`src/rtl/ponte_cmd_decoder.sv`:
```
// ponte_cmd_decoder: turns each HPS PIO request toggle into one valid/ready command to the zoom coprocessor, then returns an ack toggle and status byte.
// Define PONTE_TIMEOUT_EN to add a cmd_done watchdog (TIMEOUT_CYCLES); without it the block waits indefinitely.
module ponte_cmd_decoder #(
  parameter int SYNC_STAGES    = 2,
  parameter int TIMEOUT_CYCLES = 1024
) (
  input  logic        clk,
  input  logic        reset_n,
  input  logic [14:0] pio_in,
  output logic        cmd_valid,
  input  logic        cmd_ready,
  output logic [2:0]  cmd_opcode,
  output logic [10:0] cmd_operand,
  input  logic        cmd_done,
  input  logic        cmd_err,
  output logic [7:0]  status_out,
  output logic        busy
);

  localparam int STAGES = (SYNC_STAGES < 2) ? 2 : SYNC_STAGES;

  typedef enum logic [2:0] {
    IDLE      = 3'd0,
    SETTLE    = 3'd1,
    ISSUE     = 3'd2,
    WAIT_DONE = 3'd3,
    REPORT    = 3'd4
  } state_t;

  state_t      state_q, state_d;
  logic [14:0] sync_q [STAGES];
  logic [14:0] pio_sync;
  logic [2:0]  opcode_q, opcode_d;
  logic [10:0] operand_q, operand_d;
  logic        req_q, req_d;
  logic        ack_q, ack_d;
  logic        err_q, err_d;
  logic        busy_q, busy_d;
  logic        timeout_fire;
  logic        tmo_flag;

  always_ff @(posedge clk or negedge reset_n) begin
    if (!reset_n) begin
      for (int i = 0; i < STAGES; i++) sync_q[i] <= '0;
    end else begin
      sync_q[0] <= pio_in;
      for (int i = 1; i < STAGES; i++) sync_q[i] <= sync_q[i-1];
    end
  end

  assign pio_sync = sync_q[STAGES-1];

`ifdef PONTE_TIMEOUT_EN
  localparam int CW = $clog2(TIMEOUT_CYCLES + 1);
  logic [CW-1:0] cnt_q, cnt_d;
  logic          tmo_q, tmo_d;
  logic          tmo_hit;

  assign tmo_hit      = (cnt_q >= CW'(TIMEOUT_CYCLES - 1));
  // A handshake or completion landing on the last cycle beats the watchdog.
  assign timeout_fire = tmo_hit && (((state_q == ISSUE) && !cmd_ready) ||
                                    ((state_q == WAIT_DONE) && !cmd_done));
  assign tmo_flag     = tmo_q;

  always_comb begin
    cnt_d = cnt_q;
    tmo_d = tmo_q;
    if (state_q == SETTLE) begin
      cnt_d = '0;
      tmo_d = 1'b0;
    end else if ((state_q == ISSUE) || (state_q == WAIT_DONE)) begin
      if (!tmo_hit) cnt_d = cnt_q + CW'(1);
      if (timeout_fire) tmo_d = 1'b1;
    end
  end

  always_ff @(posedge clk or negedge reset_n) begin
    if (!reset_n) begin
      cnt_q <= '0;
      tmo_q <= 1'b0;
    end else begin
      cnt_q <= cnt_d;
      tmo_q <= tmo_d;
    end
  end
`else
  assign timeout_fire = 1'b0;
  assign tmo_flag     = 1'b0;
`endif

  always_ff @(posedge clk or negedge reset_n) begin
    if (!reset_n) state_q <= IDLE;
    else          state_q <= state_d;
  end

  always_comb begin
    state_d = state_q;
    case (state_q)
      IDLE:      if (pio_sync[14] != ack_q) state_d = SETTLE;
      SETTLE:    if ((pio_sync[13:11] == 3'd0) || (pio_sync[13:12] == 2'b11)) state_d = REPORT;
                 else                                                         state_d = ISSUE;
      ISSUE:     if (cmd_ready)         state_d = WAIT_DONE;
                 else if (timeout_fire) state_d = REPORT;
      WAIT_DONE: if (cmd_done || timeout_fire) state_d = REPORT;
      REPORT:    state_d = IDLE;
      default:   state_d = IDLE;
    endcase
  end

  always_comb begin
    cmd_valid   = (state_q == ISSUE);
    cmd_opcode  = opcode_q;
    cmd_operand = operand_q;
    busy        = busy_q;
    status_out  = {1'b0, opcode_q, tmo_flag, err_q, busy_q, ack_q};
  end

  // Datapath registers; status is built only from these so HPS sees clean levels.
  always_comb begin
    opcode_d  = opcode_q;
    operand_d = operand_q;
    req_d     = req_q;
    ack_d     = ack_q;
    err_d     = err_q;
    busy_d    = (state_d != IDLE);
    case (state_q)
      SETTLE: begin
        opcode_d  = pio_sync[13:11];
        operand_d = pio_sync[10:0];
        req_d     = pio_sync[14];
        err_d     = (pio_sync[13:12] == 2'b11);
      end
      ISSUE:     if (timeout_fire) err_d = 1'b1;
      WAIT_DONE: if (cmd_done)          err_d = err_q | cmd_err;
                 else if (timeout_fire) err_d = 1'b1;
      REPORT:    ack_d = req_q;
      default: ;
    endcase
  end

  always_ff @(posedge clk or negedge reset_n) begin
    if (!reset_n) begin
      opcode_q  <= '0;
      operand_q <= '0;
      req_q     <= 1'b0;
      ack_q     <= 1'b0;
      err_q     <= 1'b0;
      busy_q    <= 1'b0;
    end else begin
      opcode_q  <= opcode_d;
      operand_q <= operand_d;
      req_q     <= req_d;
      ack_q     <= ack_d;
      err_q     <= err_d;
      busy_q    <= busy_d;
    end
  end

endmodule
```
`config.mk`:
```
export PLATFORM = sky130hd
export DESIGN_NAME = ponte_cmd_decoder
export DESIGN_NICKNAME = d
export VERILOG_FILES = /design/src/rtl/ponte_cmd_decoder.sv
export SDC_FILE = /design/constraint.sdc
export NUM_CORES = 1
export LEC_CHECK = 0
export ABC_CLOCK_PERIOD_IN_PS = 3700
export BUFFER_PORTS_ARGS = -buffer_cell sky130_fd_sc_hd__buf_2
export CAP_MARGIN = 25
export CORE_MARGIN = 1.5
export CORE_UTILIZATION = 40
export CTS_CLUSTER_DIAMETER = 100
export DETAILED_ROUTE_END_ITERATION = 7
export PLACE_DENSITY = 0.62
export SLEW_MARGIN = 10
export SYNTH_ARGS = -nofsm -noshare
export SYNTH_HDL_FRONTEND = slang
export SYNTH_SLANG_ARGS = --single-unit
```
`constraint.sdc`:
```
create_clock -name clk -period 3.7 [get_ports clk]
set_input_delay 0.555 -clock clk [delete_from_list [all_inputs] [get_ports clk]]
set_output_delay 0.555 -clock clk [all_outputs]
set_load 0.01 [all_outputs]
```
### Yosys cells after proc, flatten, opt, wreduce, memory -nomap -nowiden

Index checks and enable logic that the tools add are counted.

| word-level totals | value |
|---|---|
| output and inout bits | 24 |
| bits in read-only memories | 0 |
| memories | 0 |
| input port bits | 20 |
| word-level logic and storage cells | 30 |
| RAM bits | 0 |
| bits in registers | 51 |
| latch bits | 0 |

| operators by class | value |
|---|---|
| $lt $le $gt $ge | 0 |
| equal/unequal tests | 7 |
| add/subtract/negate cells | 0 |
| multiply operators | 0 |
| divide/modulo/power cells | 0 |
| bitwise gates (word level) | 1 |
| multiplexer cells | 7 |
| reduce and logical (&&, ||, !) cells | 6 |
| shifts and indexed selects | 0 |

Operators with widths:

| kind | number |
|---|---|
| 3-bit 2-to-1 mux | 4 |
| 3-bit one-hot mux with 4 select lines | 1 |
| 3-bit by 2-bit equality test with 1-bit output (second input constant) | 2 |
| 3-bit logical NOT | 2 |
| 3-bit by 1-bit equality test with 1-bit output (second input constant) | 1 |
| 3-bit equality test (second input constant) | 1 |
| 3-bit nonzero test | 1 |
| 2-bit equality test (second input constant) | 1 |
| 2-bit inequality test (second input constant) | 1 |
| 1-bit one-hot mux with 2 select lines | 1 |
| 2-bit AND reduction | 1 |
| 2-bit nonzero test | 1 |
| 1-bit logical OR | 1 |
| 1-bit 2-to-1 mux | 1 |
| 1-bit inequality test | 1 |
| 1-bit OR | 1 |

### Depth between registers and ports, before layout

Gate-level depths: netlist of the first run.

| logic depth | value |
|---|---|
| depth after elaboration | 5 |
| mapped depth | 5 |
| depth with buffers taken out | 3 |

### Worst setup path after synthesis of the first run

Ideal clock, no wire load.

| path | value |
|---|---|
| path kind | register -> output |
| start point | register state_q[0] |
| end point | output cmd_valid |
| path buffers | 1 |
| slack | 2332 ps |
| stages on the path, launching flop included | 3 |
| data required time | 3145 ps |
| arrival time | 813 ps |
| cell sequence | dfrtp_1 > buf_4 > nor3b_1 |

| between the ends | value |
|---|---|
| longest elaborated chain between the ends | 1 |

Ends and longest elaborated chain:

| element | line | text |
|---|---|---|
| start, declared | 30 | `state_t state_q, state_d;` |
| start signal, assigned | 93 | `else state_q <= state_d;` |
| 3-bit by 2-bit equality test with 1-bit output | 111 | `cmd_valid = (state_q == ISSUE);` |
| end, declared | 10 | `output logic cmd_valid,` |

Every way passes these cells.

### Worst setup path after layout of the first run

| path | value |
|---|---|
| start point | register state_q[1] |
| end point | output cmd_valid |

Same word-level chain as after synthesis.

==> flow_metrics.env, run 1 <==
export IMPL_status="complete, no violations"
export IMPL_worstSkewPairLatency_ps=290
export IMPL_clockRootBuffer="clkbuf_8"
export IMPL_layout_min_cycle_time_ps=1828
export IMPL_num_io_pins=44
export IMPL_register_area_um2=1276
export IMPL_leakage_nw=0.9768
export IMPL_pwr_density_cell_nw_per_um2=797.9
export IMPL_finClkSkew_ps=4.268
export IMPL_clockBufferDepth=2
export IMPL_m1WireLength_um=1044
export IMPL_core_rowCount=23
export IMPL_cts_resized_gates=0
export IMPL_dp_hpwl_um=1646
export IMPL_drc_errors=0
export IMPL_nNetsFinal=160
export IMPL_grt_pass1_wl_um=3815
export IMPL_maxSlewViolCount=0
export IMPL_finalHoldViolCount=0
export IMPL_gp_congestion=0.8183
export IMPL_stdcell_count=191
export IMPL_synth_top_family_by_area="multiplexers"
export IMPL_layout_commonest_cell="dfrtp_1"
export IMPL_synth_compound_area_frac=0.03161
export IMPL_die_w_um=68.99
export IMPL_synth_seq_cells=51
export IMPL_cts_tree="done"
export IMPL_drt_initial_drc_count=55
export IMPL_grt_usage=0.1195
export IMPL_cp_start_kind="flip-flop"
export IMPL_area_delta_synth_final_pct=16.67
export IMPL_antenna_found_initial=0
export IMPL_grt_overflow_total=0
export IMPL_reg2reg_depth=3
export IMPL_setup_viol=0
export IMPL_drive_gt1_frac=0.4752
export IMPL_ant_nets=0
export IMPL_synth_simple_area_share=0.04526
export IMPL_synthDistinctLibCells=22
export IMPL_multiInputGateArea_um2=364.1
export IMPL_met3_length_um=178
export IMPL_numCtsBuffers=5
export IMPL_htreeDepth=2
export IMPL_diodes=0
export IMPL_die_area_um2=4759
export IMPL_hold_class="input pin to asynchronous set/reset pin"
export IMPL_num_vias=853
export IMPL_cts_reportedPaths_clkPinSlew_ps=80
export IMPL_yosys_area_share_xor_xnor=0.005029
export IMPL_first_pass_iters=4
export IMPL_portBuffers=41
export IMPL_wl_met2_um=1217
export IMPL_required_ps=3140
export IMPL_max_freq_ghz=0.5469
export IMPL_period_share=0.4941
export IMPL_vdd_drop_max_uv=399.5
export IMPL_path_max_fanout=10
export IMPL_tns_ps=0
export IMPL_drv_cap=0
export IMPL_start_util=0.4262
export IMPL_seq_area_frac_synth=0.7328
export IMPL_final_cell_mix="51 x dfrtp_1, 41 x buf_2, 9 x mux2_4, 7 x mux2_2, 7 x clkbuf_8"
export IMPL_clkSinkCount=51
export IMPL_reg2reg_from="state_q[2]"
export IMPL_rsz0062_at_grt="false"
export IMPL_grt_max_degree=52
export IMPL_synthAdderAreaFrac=0
export IMPL_synthCells=101
export IMPL_critPathArrivalTime_ps=1270
export IMPL_n_fill_cell=361
export IMPL_syn_area_per_cell_um2=17.24
export IMPL_routedWlPerCell_um=12.88
export IMPL_synth_mux_area_frac=0.1228
export IMPL_cts_hold_buffers=0
export IMPL_die_y_um=68.99
export IMPL_syn_cell_area_um2=1742
export IMPL_wl_um=2461
export IMPL_coreArea_um2=4086
export IMPL_top_layer="met4"
export IMPL_critPathCaptureType="primary output"
export IMPL_synth_warnings=0
export IMPL_crit_start="state_q[1]"
export IMPL_grt_pass1_vias=816
export IMPL_dp_cells=182
export IMPL_critical_path_class="flip-flop to primary output"
export IMPL_avgViaCountPerCell=4.466
export IMPL_cts_setup_buffers=0
==> power by group <==
| group | internal, mW | leakage, nW | switching [mW] |
|---|---|---|---|
| sequential | 0.691 | 0.598 | 0.0999 |
| clock | 0.171 | 0.0515 | 0.164 |
| combinational | 0.277 | 0.327 | 0.219 |
| total | 1.14 | 0.977 | 0.482 |
==> per-layer routing <==
metal  GRT usage  vias to the layer above
li1            -                      403
met1      0.1392                      421
met2      0.1767                       27
met3     0.06331                        2
met4     0.06618                        0
met5           0                        -
==> cell type report <==
class	count	share of cell area
Timing Repair Buffer	42	0.1108
Sequential cell	51	0.6281
Tap cell	50	0.03079
Clock buffer	8	0.04926
Multi-Input combinational cell	39	0.1792
Inverter	1	0.001847
==> path summary, 6_finish.rpt <==
| check | end | slack [ps] |
|---|---|---|
| worst max-delay path | cmd_valid | 1870 |
| worst min-delay path | pio_sync[6] | 130 |
| worst max register to register | cmd_operand[0] | 2260 |
| worst min register to register | pio_sync[2] | 350 |
| max in group asynchronous | cmd_operand[0] | 3080 |
| min in group clk | pio_sync[2] | 350 |
==> critical path: stages (launching register included) <==
cell	delay, ps
dfrtp_1	590
nor3b_1	230
buf_2	160
==> sequential cells by signal, indices dropped and copies added, names as in the netlist <==
signal,count
ack_q,1
cmd_opcode,3
state_q,3
cmd_operand,11
busy,1
sync_q,15
req_q,1
err_q,1
pio_sync,15
==> kinds of logic (layout without fill, tap and decap cells) <==
logic type | Yosys count | in the layout
mux | 16 | 16
other cells | 1 | 2
buf+inv | 12 | 51
xor+xnor | 1 | 1
simple gates | 12 | 12
compound gates | 8 | 8
flops | 51 | 51
==> synth_stat cells, drive strengths merged <==
cell      n  share of area
dfrtp    51           0.73
mux2     16           0.12
buf      10          0.050
nand2     5          0.011
a21oi     3         0.0086
nor2      3          0.016
a221oi    1         0.0050
a2bb2oi   1         0.0050
a311oi    1         0.0050
a31oi     1         0.0036
clkbuf    1         0.0079
conb      1         0.0022
inv       1         0.0022
nand2b    1         0.0079
nor3      1         0.0029
nor3b     1         0.0043
o211ai    1         0.0043
or3       1         0.0036
xor2      1         0.0050
==> stage by stage <==
step | hold slack [ps] | instance area (um2) | utilization | power, mW | worst slack (ps)
2_1_floorplan | 259.4 | 1745 | - | 1.202 | 2332
3_3_place_gp | 331.2 | 1912 | 0.4679 | 1.289 | 2226
3_5_place_dp | 336.4 | 1912 | 0.4679 | 1.308 | 2181
4_1_cts | 350.2 | 2012 | 0.4923 | 1.644 | 1859
5_1_grt | 121.8 | 2032 | 0.4972 | 1.731 | 1724
6_report | 131.8 | 2032 | 0.4972 | 1.621 | 1872
Power figures use the tool's default switching activity.
==> run 2, diff against run 1 <==
--- a/config.mk
+++ b/config.mk
@@ -5,7 +5,7 @@
 export SDC_FILE = /design/constraint.sdc
 export NUM_CORES = 1
 export LEC_CHECK = 0
-export ABC_CLOCK_PERIOD_IN_PS = 3700
+export ABC_CLOCK_PERIOD_IN_PS = 1900
 export BUFFER_PORTS_ARGS = -buffer_cell sky130_fd_sc_hd__buf_2
 export CAP_MARGIN = 25
 export CORE_MARGIN = 1.5
==> constraint.sdc (replaced) <==
create_clock -name clk -period 1.9 [get_ports clk]
set_input_delay 0.285 -clock clk [delete_from_list [all_inputs] [get_ports clk]]
set_output_delay 0.285 -clock clk [all_outputs]
set_load 0.01 [all_outputs]
==> run 2 against run 1 <==
Register-to-register slack got worse by 1800 ps. Clock power is 120% higher. Final cell count up 0.52%. Hold slack lost 55 ps. First-iteration DRC count down 76%. Die area unchanged. Sequential power is 95% higher. Wire length increased by 2.5%. Global-route usage increased by 0.074 points. Critical endpoint unchanged. Largest power group unchanged. Highest routed layer unchanged.
==> flow_metrics.env, run 2 (synthesis results as in run 1) <==
export IMPL_cts_reportedPaths_clkPinSlew_ps=100
export IMPL_hold_worst_slack_ps=76.54
export IMPL_critPathCaptureType="primary output"
export IMPL_cp_start_kind="flip-flop"
export IMPL_layout_commonest_cell="dfrtp_1"
export IMPL_reg2reg_from="state_q[2]"
export IMPL_period_share=0.8482
export IMPL_relSlewSlack=0.6593
export IMPL_layout_min_cycle_time_ps=1612
export IMPL_core_rowCount=23
export IMPL_clkSinkCount=51
export IMPL_portBuffers=41
export IMPL_clockRootBuffer="clkbuf_8"
export IMPL_antenna_found_initial=0
export IMPL_htreeDepth=2
export IMPL_die_w_um=68.99
export IMPL_rsz0062_at_grt="false"
export IMPL_required_ps=1620
export IMPL_wl_um=2523
export IMPL_dp_cells=183
export IMPL_area_delta_synth_final_pct=18.10
export IMPL_leakage_nw=0.9842
export IMPL_nNetsFinal=161
export IMPL_holdPathEnd="sync_q[22]"
export IMPL_status="complete, no violations"
export IMPL_first_pass_iters=4
export IMPL_cp_num_buf_inv=1
export IMPL_path_delay_family="flip-flops"
export IMPL_grt_max_degree=30
export IMPL_whs_path_depth=1
export IMPL_routedWlPerCell_um=13.14
export IMPL_reg2reg_depth=3
export IMPL_vdd_drop_max_uv=861.1
export IMPL_drt_initial_drc_count=13
export IMPL_grt_pass1_wl_um=3857
export IMPL_rr_endpoint="cmd_operand[1]"
export IMPL_drc_errors=0
export IMPL_avgViaCountPerCell=4.630
export IMPL_setup_viol=0
export IMPL_numCtsBuffers=5
export IMPL_crit_start="state_q[1]"
export IMPL_num_io_pins=44
export IMPL_final_cell_mix="51 x dfrtp_1, 41 x buf_2, 9 x mux2_4, 7 x mux2_2"
export IMPL_coreArea_um2=4086
export IMPL_clockBufferDepth=2
export IMPL_tns_ps=0
export IMPL_die_y_um=68.99
export IMPL_grt_pass1_vias=852
export IMPL_max_freq_ghz=0.6205
export IMPL_drive_gt1_frac=0.4789
export IMPL_tightest_slew_ps=511.0
export IMPL_ant_nets=0
export IMPL_cp_slowest_cell="dfrtp_1"
export IMPL_cts_tree="done"
export IMPL_final_util=0.5034
export IMPL_gp_congestion=0.8615
export IMPL_critPathArrivalTime_ps=1330
export IMPL_start_util=0.4262
export IMPL_r2r_slack_ps=460
export IMPL_crit_chain="nor3b_1, buf_2"
export IMPL_cts_resized_gates=0
export IMPL_slowest_delay_ps=600
export IMPL_grt_usage=0.1202
export IMPL_finalHoldViolCount=0
export IMPL_dp_hpwl_um=1756
export IMPL_worstSkewPairLatency_ps=310
export IMPL_finClkSkew_ps=12.61
export IMPL_drv_cap=0
export IMPL_die_area_um2=4759
export IMPL_stdcell_count=192
export IMPL_hold_path_startpoint="pio_in[7]"
export IMPL_hold_class="input pin to flip-flop"
export IMPL_diodes=0
export IMPL_maxSlewViolCount=0
export IMPL_critical_path_class="flip-flop to primary output"
export IMPL_path_max_fanout=10
export IMPL_num_vias=889
export IMPL_grt_overflow_total=0
export IMPL_pwr_density_cell_nw_per_um2=1587
==> run 2: how the worst max path moves through the flow <==
stage	end	slack (ps)	cells past startpoint
2_1_floorplan	cmd_opcode[0]	620	4
3_3_place_gp	cmd_operand[0]	520	3
3_5_place_dp	cmd_opcode[2]	470	3
4_1_cts	cmd_valid	310	2
5_1_grt	cmd_valid	160	2
6_report	cmd_valid	290	2
==> run 2: area by class of cell <==
type | instances | area, um2
Fill cell | 365 | 2029
Timing Repair Buffer | 43 | 235.2
Sequential cell | 51 | 1276
Clock inverter | 3 | 46.29
Clock buffer | 5 | 68.82
Multi-Input combinational cell | 39 | 364.1
Tap cell | 50 | 62.56
Inverter | 1 | 3.754
==> run 2: where the power goes <==
part	switching (mW)	leakage (nW)	internal, mW
Sequential	0.192	0.598	1.35
Combinational	0.438	0.331	0.541
Clock	0.351	0.0548	0.396
==> run 2: repair_timing <==
item                      4_1_cts  5_1_grt
hold buffers                    1        0
hold endpoints to repair       22        0
setup buffers                   0        0
==> run 2: stage by stage <==
stage                     power (mW)  area (um2)  worst slack, ps
after floorplan                2.341        1745            622.9
after CTS                      3.317        2057            313.9
after global routing           3.469        2057            164.8
after global placement         2.514        1932            523.5
after detailed placement       2.554        1932            465.4
final                          3.265        2057            288.3
==> run 2: routing by layer <==
metal  up-vias  GRT usage  wire (um)
met5         -          0          0
met4         0    0.08088         80
met3         9    0.04545        164
met2        32     0.1983       1286
met1       438     0.1274        992
li1        410          -          -
